**src/rtl/out_port_fifo_if.sv**
```systemverilog
// Handshake/bus bundle for out_port_fifo: core write side, consumer drain side, status.
// master = core/consumer side, slave = the FIFO.
interface out_port_fifo_if #(
  parameter int WIDTH = 16,
  parameter int DEPTH = 8
);
  localparam int CW = $clog2(DEPTH) + 1;

  logic             wr_en;
  logic [WIDTH-1:0] wr_data;
  logic             out_valid;
  logic             out_ready;
  logic [WIDTH-1:0] out_data;
  logic [WIDTH-1:0] last_out;
  logic [CW-1:0]    count;
  logic             full;
  logic             empty;
  logic             overflow;
  logic             ovf_clr;

  modport master (
    output wr_en, wr_data, out_ready, ovf_clr,
    input  out_valid, out_data, last_out, count, full, empty, overflow
  );

  modport slave (
    input  wr_en, wr_data, out_ready, ovf_clr,
    output out_valid, out_data, last_out, count, full, empty, overflow
  );
endinterface

```
**src/rtl/out_port_fifo.sv**
```systemverilog
// Output-port FIFO: queues core OUT writes for a valid/ready consumer, show-ahead head.
// Define OUTPORT_DROP_OLDEST_EN to overwrite the oldest entry on a write while full.
module out_port_fifo #(
  parameter int DEPTH = 8,
  parameter int WIDTH = 16
) (
  input logic           clk,
  input logic           rst,
  out_port_fifo_if.slave bus
);
  localparam int AW = $clog2(DEPTH);
  localparam int CW = AW + 1;

  logic [WIDTH-1:0] r_mem [DEPTH];
  logic [AW-1:0]    r_wptr, r_rptr;
  logic [CW-1:0]    r_count;
  logic [WIDTH-1:0] r_last;
  logic             r_ovf;

  logic w_full, w_empty, w_pop, w_push, w_ovf_wr, w_wr, w_rd;

  assign w_full   = (r_count == CW'(DEPTH));
  assign w_empty  = (r_count == '0);
  assign w_pop    = !w_empty && bus.out_ready;
  assign w_push   = bus.wr_en && (!w_full || w_pop);
  assign w_ovf_wr = bus.wr_en && w_full && !w_pop;

`ifdef OUTPORT_DROP_OLDEST_EN
  // Overwrite the oldest slot: both pointers advance together, count stays DEPTH.
  assign w_wr = w_push || w_ovf_wr;
  assign w_rd = w_pop  || w_ovf_wr;
`else
  assign w_wr = w_push;
  assign w_rd = w_pop;
`endif

  // Storage is intentionally left out of reset.
  always_ff @(posedge clk) begin
    if (w_wr) r_mem[r_wptr] <= bus.wr_data;
  end

  always_ff @(posedge clk or negedge rst) begin
    if (!rst) begin
      r_wptr  <= '0;
      r_rptr  <= '0;
      r_count <= '0;
      r_last  <= '0;
      r_ovf   <= 1'b0;
    end else begin
      if (w_wr) r_wptr <= r_wptr + AW'(1);
      if (w_rd) r_rptr <= r_rptr + AW'(1);
      if (w_push && !w_pop)      r_count <= r_count + CW'(1);
      else if (w_pop && !w_push) r_count <= r_count - CW'(1);
      if (bus.wr_en) r_last <= bus.wr_data;
      if (w_ovf_wr)         r_ovf <= 1'b1;
      else if (bus.ovf_clr) r_ovf <= 1'b0;
    end
  end

  assign bus.out_valid = !w_empty;
  assign bus.out_data  = w_empty ? '0 : r_mem[r_rptr];
  assign bus.last_out  = r_last;
  assign bus.count     = r_count;
  assign bus.full      = w_full;
  assign bus.empty     = w_empty;
  assign bus.overflow  = r_ovf;
endmodule

```
**src/flat_wrapper.sv**
```systemverilog
// flat-port wrapper written by rule: the top's interface ports become plain ports
module out_port_fifo_flat 
#(
  parameter int DEPTH = 8,
  parameter int WIDTH = 16
)
  (clk, rst, bus_wr_en, bus_wr_data, bus_out_ready, bus_ovf_clr, bus_out_valid, bus_out_data, bus_last_out, bus_count, bus_full, bus_empty, bus_overflow);
  out_port_fifo_if #(.WIDTH(WIDTH), .DEPTH(DEPTH)) bus_i ();
  input logic clk;
  input logic rst;
  input wire logic [$bits(bus_i.wr_en)-1:0] bus_wr_en;
  input wire logic [$bits(bus_i.wr_data)-1:0] bus_wr_data;
  input wire logic [$bits(bus_i.out_ready)-1:0] bus_out_ready;
  input wire logic [$bits(bus_i.ovf_clr)-1:0] bus_ovf_clr;
  output wire logic [$bits(bus_i.out_valid)-1:0] bus_out_valid;
  output wire logic [$bits(bus_i.out_data)-1:0] bus_out_data;
  output wire logic [$bits(bus_i.last_out)-1:0] bus_last_out;
  output wire logic [$bits(bus_i.count)-1:0] bus_count;
  output wire logic [$bits(bus_i.full)-1:0] bus_full;
  output wire logic [$bits(bus_i.empty)-1:0] bus_empty;
  output wire logic [$bits(bus_i.overflow)-1:0] bus_overflow;
  assign bus_i.wr_en = bus_wr_en;
  assign bus_i.wr_data = bus_wr_data;
  assign bus_i.out_ready = bus_out_ready;
  assign bus_i.ovf_clr = bus_ovf_clr;
  assign bus_out_valid = bus_i.out_valid;
  assign bus_out_data = bus_i.out_data;
  assign bus_last_out = bus_i.last_out;
  assign bus_count = bus_i.count;
  assign bus_full = bus_i.full;
  assign bus_empty = bus_i.empty;
  assign bus_overflow = bus_i.overflow;
  out_port_fifo #(.DEPTH(DEPTH), .WIDTH(WIDTH)) u_core (.clk(clk), .rst(rst), .bus(bus_i));
endmodule
```
**config.mk**
```make
export PLATFORM = sky130hd
export DESIGN_NAME = out_port_fifo_flat
export DESIGN_NICKNAME = d
export VERILOG_FILES = /design/src/rtl/out_port_fifo_if.sv /design/src/rtl/out_port_fifo.sv /design/src/flat_wrapper.sv
export SDC_FILE = /design/constraint.sdc
export NUM_CORES = 1
export LEC_CHECK = 0
export ABC_CLOCK_PERIOD_IN_PS = 3450
export BUFFER_PORTS_ARGS = -buffer_cell sky130_fd_sc_hd__buf_2
export CAP_MARGIN = 0
export CORE_MARGIN = 10
export CORE_UTILIZATION = 31
export CTS_CLUSTER_DIAMETER = 60
export DETAILED_ROUTE_END_ITERATION = 10
export MAX_ROUTING_LAYER = met4
export PLACE_DENSITY = 0.47
export SETUP_SLACK_MARGIN = 0.05
export SLEW_MARGIN = 10
export SYNTH_ARGS = -nofsm -noshare
export SYNTH_HDL_FRONTEND = slang
export SYNTH_SLANG_ARGS = --single-unit
```
**constraint.sdc**
```tcl
create_clock -name clk -period 3.45 [get_ports clk]
set_input_delay 0.345 -clock clk [delete_from_list [all_inputs] [get_ports clk]]
set_output_delay 0.345 -clock clk [all_outputs]
set_load 0.05 [all_outputs]
```
After elaboration in Yosys (flattened, before gate mapping)
Memories as Yosys holds them, arrays and structs flattened.
Index checks and enable logic that the tools add are counted.

operators by class
  add/subtract/negate cells = 4
  $mul = 0
  divide/modulo/power cells = 0
  $lt $le $gt $ge = 0
  equal/unequal tests = 1
  shift operators = 0
  multiplexer cells = 7
  bitwise gates (word level) = 0
  reductions and logical operators = 14

operator list
  kind                   number
  $mux W16               1
  $mux W4                2
  $add A3 B1 Y3 const B  2
  $logic_and A1 B1 Y1    6
  $add A4 B1 Y4 const B  1
  $eq A4 B4 Y1 const B   1
  $logic_not A1 Y1       4
  $logic_not A4 Y1       1
  $mux W1                4
  $reduce_bool A2 Y1     2
  $sub A4 B1 Y4 const B  1
  $logic_or A1 B1 Y1     1

word-level totals
  register bits = 27
  latch bits = 0
  bits in writable memories = 128
  memory bits (read-only) = 0
  input bits = 21
  memories = 1

memory list
  name          words  bits a word  rd ports  clocked after memory_dff  wr ports  line                 RTL
  u_core.r_mem  8      16           1         0                         1         out_port_fifo.sv:14  logic [WIDTH-1:0] r_mem [DEPTH];

Depth between registers and ports, before layout
  depth after elaboration = 9
  gate-level depth with buffers = 9

Least setup slack after synthesis
Ideal clock, no wire load.

  path type = register to register
  from = reg u_core.r_count[0] (netlist: u_core.bus.count[0])
  to = mem u_core.r_mem[1][0], enable pin
  arrival = 2.898 ns
  slack = 0.116 ns
  stages on the path, launching flop included = 4
  path buffers = 0
  period minus slack after synthesis = 3.334 ns
  cell sequence = dfrtp_1 or4b_1 o21ai_2 nor4b_1

on the way
  word-level cells in the longest chain between the ends = 7

RTL lines
  element                          line                 RTL
  start, declared                  out_port_fifo.sv:16  logic [CW-1:0] r_count;
  start signal, assigned           out_port_fifo.sv:52  if (w_push && !w_pop) r_count <= r_count + CW'(1);
  start signal, assigned           out_port_fifo.sv:53  else if (w_pop && !w_push) r_count <= r_count - CW'(1);
  $logic_not A4 Y1                 out_port_fifo.sv:23  assign w_empty = (r_count == '0);
  $logic_not A1 Y1                 out_port_fifo.sv:24  assign w_pop = !w_empty && bus.out_ready;
  $logic_and A1 B1 Y1              out_port_fifo.sv:24
  $logic_or A1 B1 Y1 *             out_port_fifo.sv:25  assign w_push = bus.wr_en && (!w_full || w_pop);
  $logic_and A1 B1 Y1 *            out_port_fifo.sv:25
  $mux W1 *                        out_port_fifo.sv:39  if (w_wr) r_mem[r_wptr] <= bus.wr_data;
  $mux W1 (implied by the code) *  out_port_fifo.sv:39
  end, declared                    out_port_fifo.sv:14

Mark *: on every way between the ends. The rest lies on a longest branch, timed or not.

Worst setup path after layout
  from = reg u_core.r_count[0] (netlist: u_core.bus.count[0])
  to = reg u_core.r_count[3] (netlist: u_core.bus.count[3])

on the way
  word-level cells in the longest chain between the ends = 8

RTL lines
  element                              line                 RTL
  $logic_not A4 Y1                     out_port_fifo.sv:23
  $logic_not A1 Y1                     out_port_fifo.sv:24
  $logic_and A1 B1 Y1                  out_port_fifo.sv:24
  $logic_or A1 B1 Y1 *                 out_port_fifo.sv:25
  $logic_and A1 B1 Y1 *                out_port_fifo.sv:25
  net u_core.w_push                    out_port_fifo.sv:20  logic w_full, w_empty, w_pop, w_push, w_ovf_wr, w_wr, w_rd;
  $logic_not A1 Y1                     out_port_fifo.sv:53
  $logic_and A1 B1 Y1                  out_port_fifo.sv:53
  $reduce_bool A2 Y1 (no source line)  -

The timed path passes the listed nets; every way through them passes the cells marked *. The select of a mux whose other input is x is not followed.
A chain may end at the register's enable or synchronous reset.

==> results.toml <==
[routing]
ant_nets = 0
drt-vias-per-instance = 4.68
routedWlPerCell_um = 20.6
first_pass_iters = 4
drtIter0Drc = 145
via_count = 3023
wirelength_mm = 13.3
drc = 0

[global_route]
grt_pass1_vias = 3345
met2_usage = 0.167
met1_usage = 0.143
antenna_found_initial = 1
grt_overflow = 0
grt_usage = 0.111
top_usage_layer = "met2"
grt_first_pass_wirelength_mm = 20.7
grt_max_degree = 28
use_met3 = 0.0296

[timing]
tightest_slew_ps = 770
max_freq_ghz = 0.343
final.setup.tns_ps = 0
holdWs_ps = -5.32
maxSlewHeadroom = 0.487
fin_skew_ps = 8.64
setup_violations = 0
period_share = 0.844
rsz0062_at_grt = "false"
layout_min_cycle_time_ps = 2910
hold_viol_final = 3
final_max_slew_viol_count = 0

[worst_setup_path]
rr_startpoint = "u_core.bus.count[0]"
required_ps = 3740
arrival_ps = 3200
r2r_slack_ps = 540
endpoint_kind = "flop"
criticalPathCategory = "reg2reg"
cp-start-kind = "flop"
r2r_end = "u_core.bus.count[3]"
cp_max_fo = 7
worstRegToRegCells = 9

[clocking]
clock_path_buffers = 2
cts_buffers = 17
path_clk_slew_ps = 60
root_buffer = "clkbuf_16"
cts_max_level = 4
post_cts_resized = 0
clock_latency_ps = 420
cts_sinks = 155
tritoncts = "built"
hold_buffers = 0
postCtsSetupRepairBufs = 0

[placed_design]
gp_congestion = 0.761
dp_hpwl_mm = 8.32
dp.cells = 613
io_buffer_count = 60
placedInstanceArea_um2 = 6770

[finish]
nets = 394
final.fill_count = 1759
seq_area_um2 = 4520
area_delta_synth_final_pct = 21.2
fin_cells = 646
stdcell_area_um2 = 7350
multi_input_area_um2 = 1470
post-route-util = 0.380
drive_gt1_frac = 0.434

[yosys]
synth_cells = 289
synthXorXnorAreaFrac = 0.00867
synth_mux_area_frac = 0.156
synthSimpleGateAreaFrac = 0.0233
synth.area.top_cells = "edfxtp_1 (63%), mux4_2 (12%), dfrtp_1 (11%)"
synth_compound_area_frac = 0.0355
synth_top_area_cell = "edfxtp_1"
synth_edf_count = 128
ys_seq_area_frac = 0.746
ys_ff_latch = 155
synth-adder-area-share = 0.0136
syn_nets = 316
synth_most_common_cell = "edfxtp_1"
ys_types = 36
synth.avg_cell_area_um2 = 21.0
synth_commonest_cells = "edfxtp_1 (128), mux4_2 (32), dfrtp_1 (27), mux2_2 (18), a22o_1 (16)"
yosysWarnings = 0
synth_top_area_frac = 0.634
synth_top_family_by_area = "multiplexers"
synth_area_um2 = 6060
synth_ff_type = "edfxtp_1"
synthArstFlopShare = 0.174

[floorplan]
dieArea_um2 = 25500
core_area_um2 = 19300
num_rows = 51
die_w_um = 160
die-height_um = 160
ios = 61
start_util = 0.314

[run_status]
outcome = "finished, violations left"
violations = "negative hold slack"

[flow_run]
max_cap_violations = 0

[hold_path]
min_path_type = "in2async"

[power]
powerDensity_nw_per_um2 = 947
ir_worst_vdd_uv = 518
p_leak_nw = 2.58
finalPower_mw = 6.95
==> how the worst max path moves through the flow <==
stage                         from             endpoint  depth (start not counted)
6_report       u_core.bus.count[0]  u_core.bus.count[3]                          9
3_3_place_gp   u_core.bus.count[0]  u_core.bus.count[3]                          9
2_1_floorplan  u_core.bus.count[0]   u_core.r_mem[1][0]                          3
4_1_cts        u_core.bus.count[0]  u_core.bus.count[3]                          9
5_1_grt        u_core.bus.count[0]  u_core.bus.count[3]                          9
3_5_place_dp   u_core.bus.count[0]  u_core.bus.count[3]                          9
==> placed cells by master (no fill, tap or decap), drive strengths merged, types with 2 or more instances in the layout <==
cell type    n
o21ai        2
nand3        3
clkbuf      18
nor2         3
nand2        4
dfrtp       27
o211ai       4
inv          8
clkinv       5
ha           5
mux4        32
nor3         4
edfxtp     128
clkinvlp     4
a21oi        2
mux2        19
a22o        16
buf         74
bufinv       2
or4          2
xnor2        6
==> per-layer routing <==
metal	part of all wire	wire length, um
met2	0.48	6340
met1	0.48	6320
met4	0.015	193
met5	0	0
met3	0.033	444
==> sequential cells by signal (all words and copies together) (netlist names) <==
register	count
u_core.r_mem	128
u_core.bus.last_out	16
u_core.bus.count	4
u_core.r_rptr	3
u_core.r_wptr	3
u_core.bus.overflow	1
==> worst max-delay path, cell delays in order, from the launching register on <==
cell and delay, ps:
dfrtp_1 480, or4b_1 650, o21ai_2 170, inv_1 60, ha_1 260, inv_1 160, ha_1 310, or4_1 480
o211ai_1 110, o211ai_1 100
==> cell families after synthesis <==
| group | Yosys count |
|---|---|
| buf+inv | 20 |
| compound gates | 26 |
| simple gates | 24 |
| xor+xnor | 6 |
| flops | 155 |
| fa+ha+maj | 6 |
| mux | 52 |
==> layout make-up <==
cell class,instances,share of cell area
tap,265,0.0451
antenna,1,0.000341
clock inverter,14,0.0198
sequential,155,0.615
timing repair buffer,74,0.0586
inverter,5,0.00255
multi-input combinational,114,0.200
clock buffer,18,0.0584
==> metrics by stage <==
step / worst slack (ps) / hold WS [ps]
2_1_floorplan: 116 / 49.4
3_3_place_gp: 683 / 483
3_5_place_dp: 542 / 489
4_1_cts: 543 / 26.9
5_1_grt: 360 / 50.1
6_report: 537 / -5.32
==> report_power, final <==
group	total (mW)	internal, mW	switching [mW]
Combinational	2.61	0.920	1.69
Clock	1.80	1.07	0.732
Sequential	2.55	2.34	0.205
Total	6.95	4.33	2.63
Note: power is estimated with default switching activity, not from simulation.
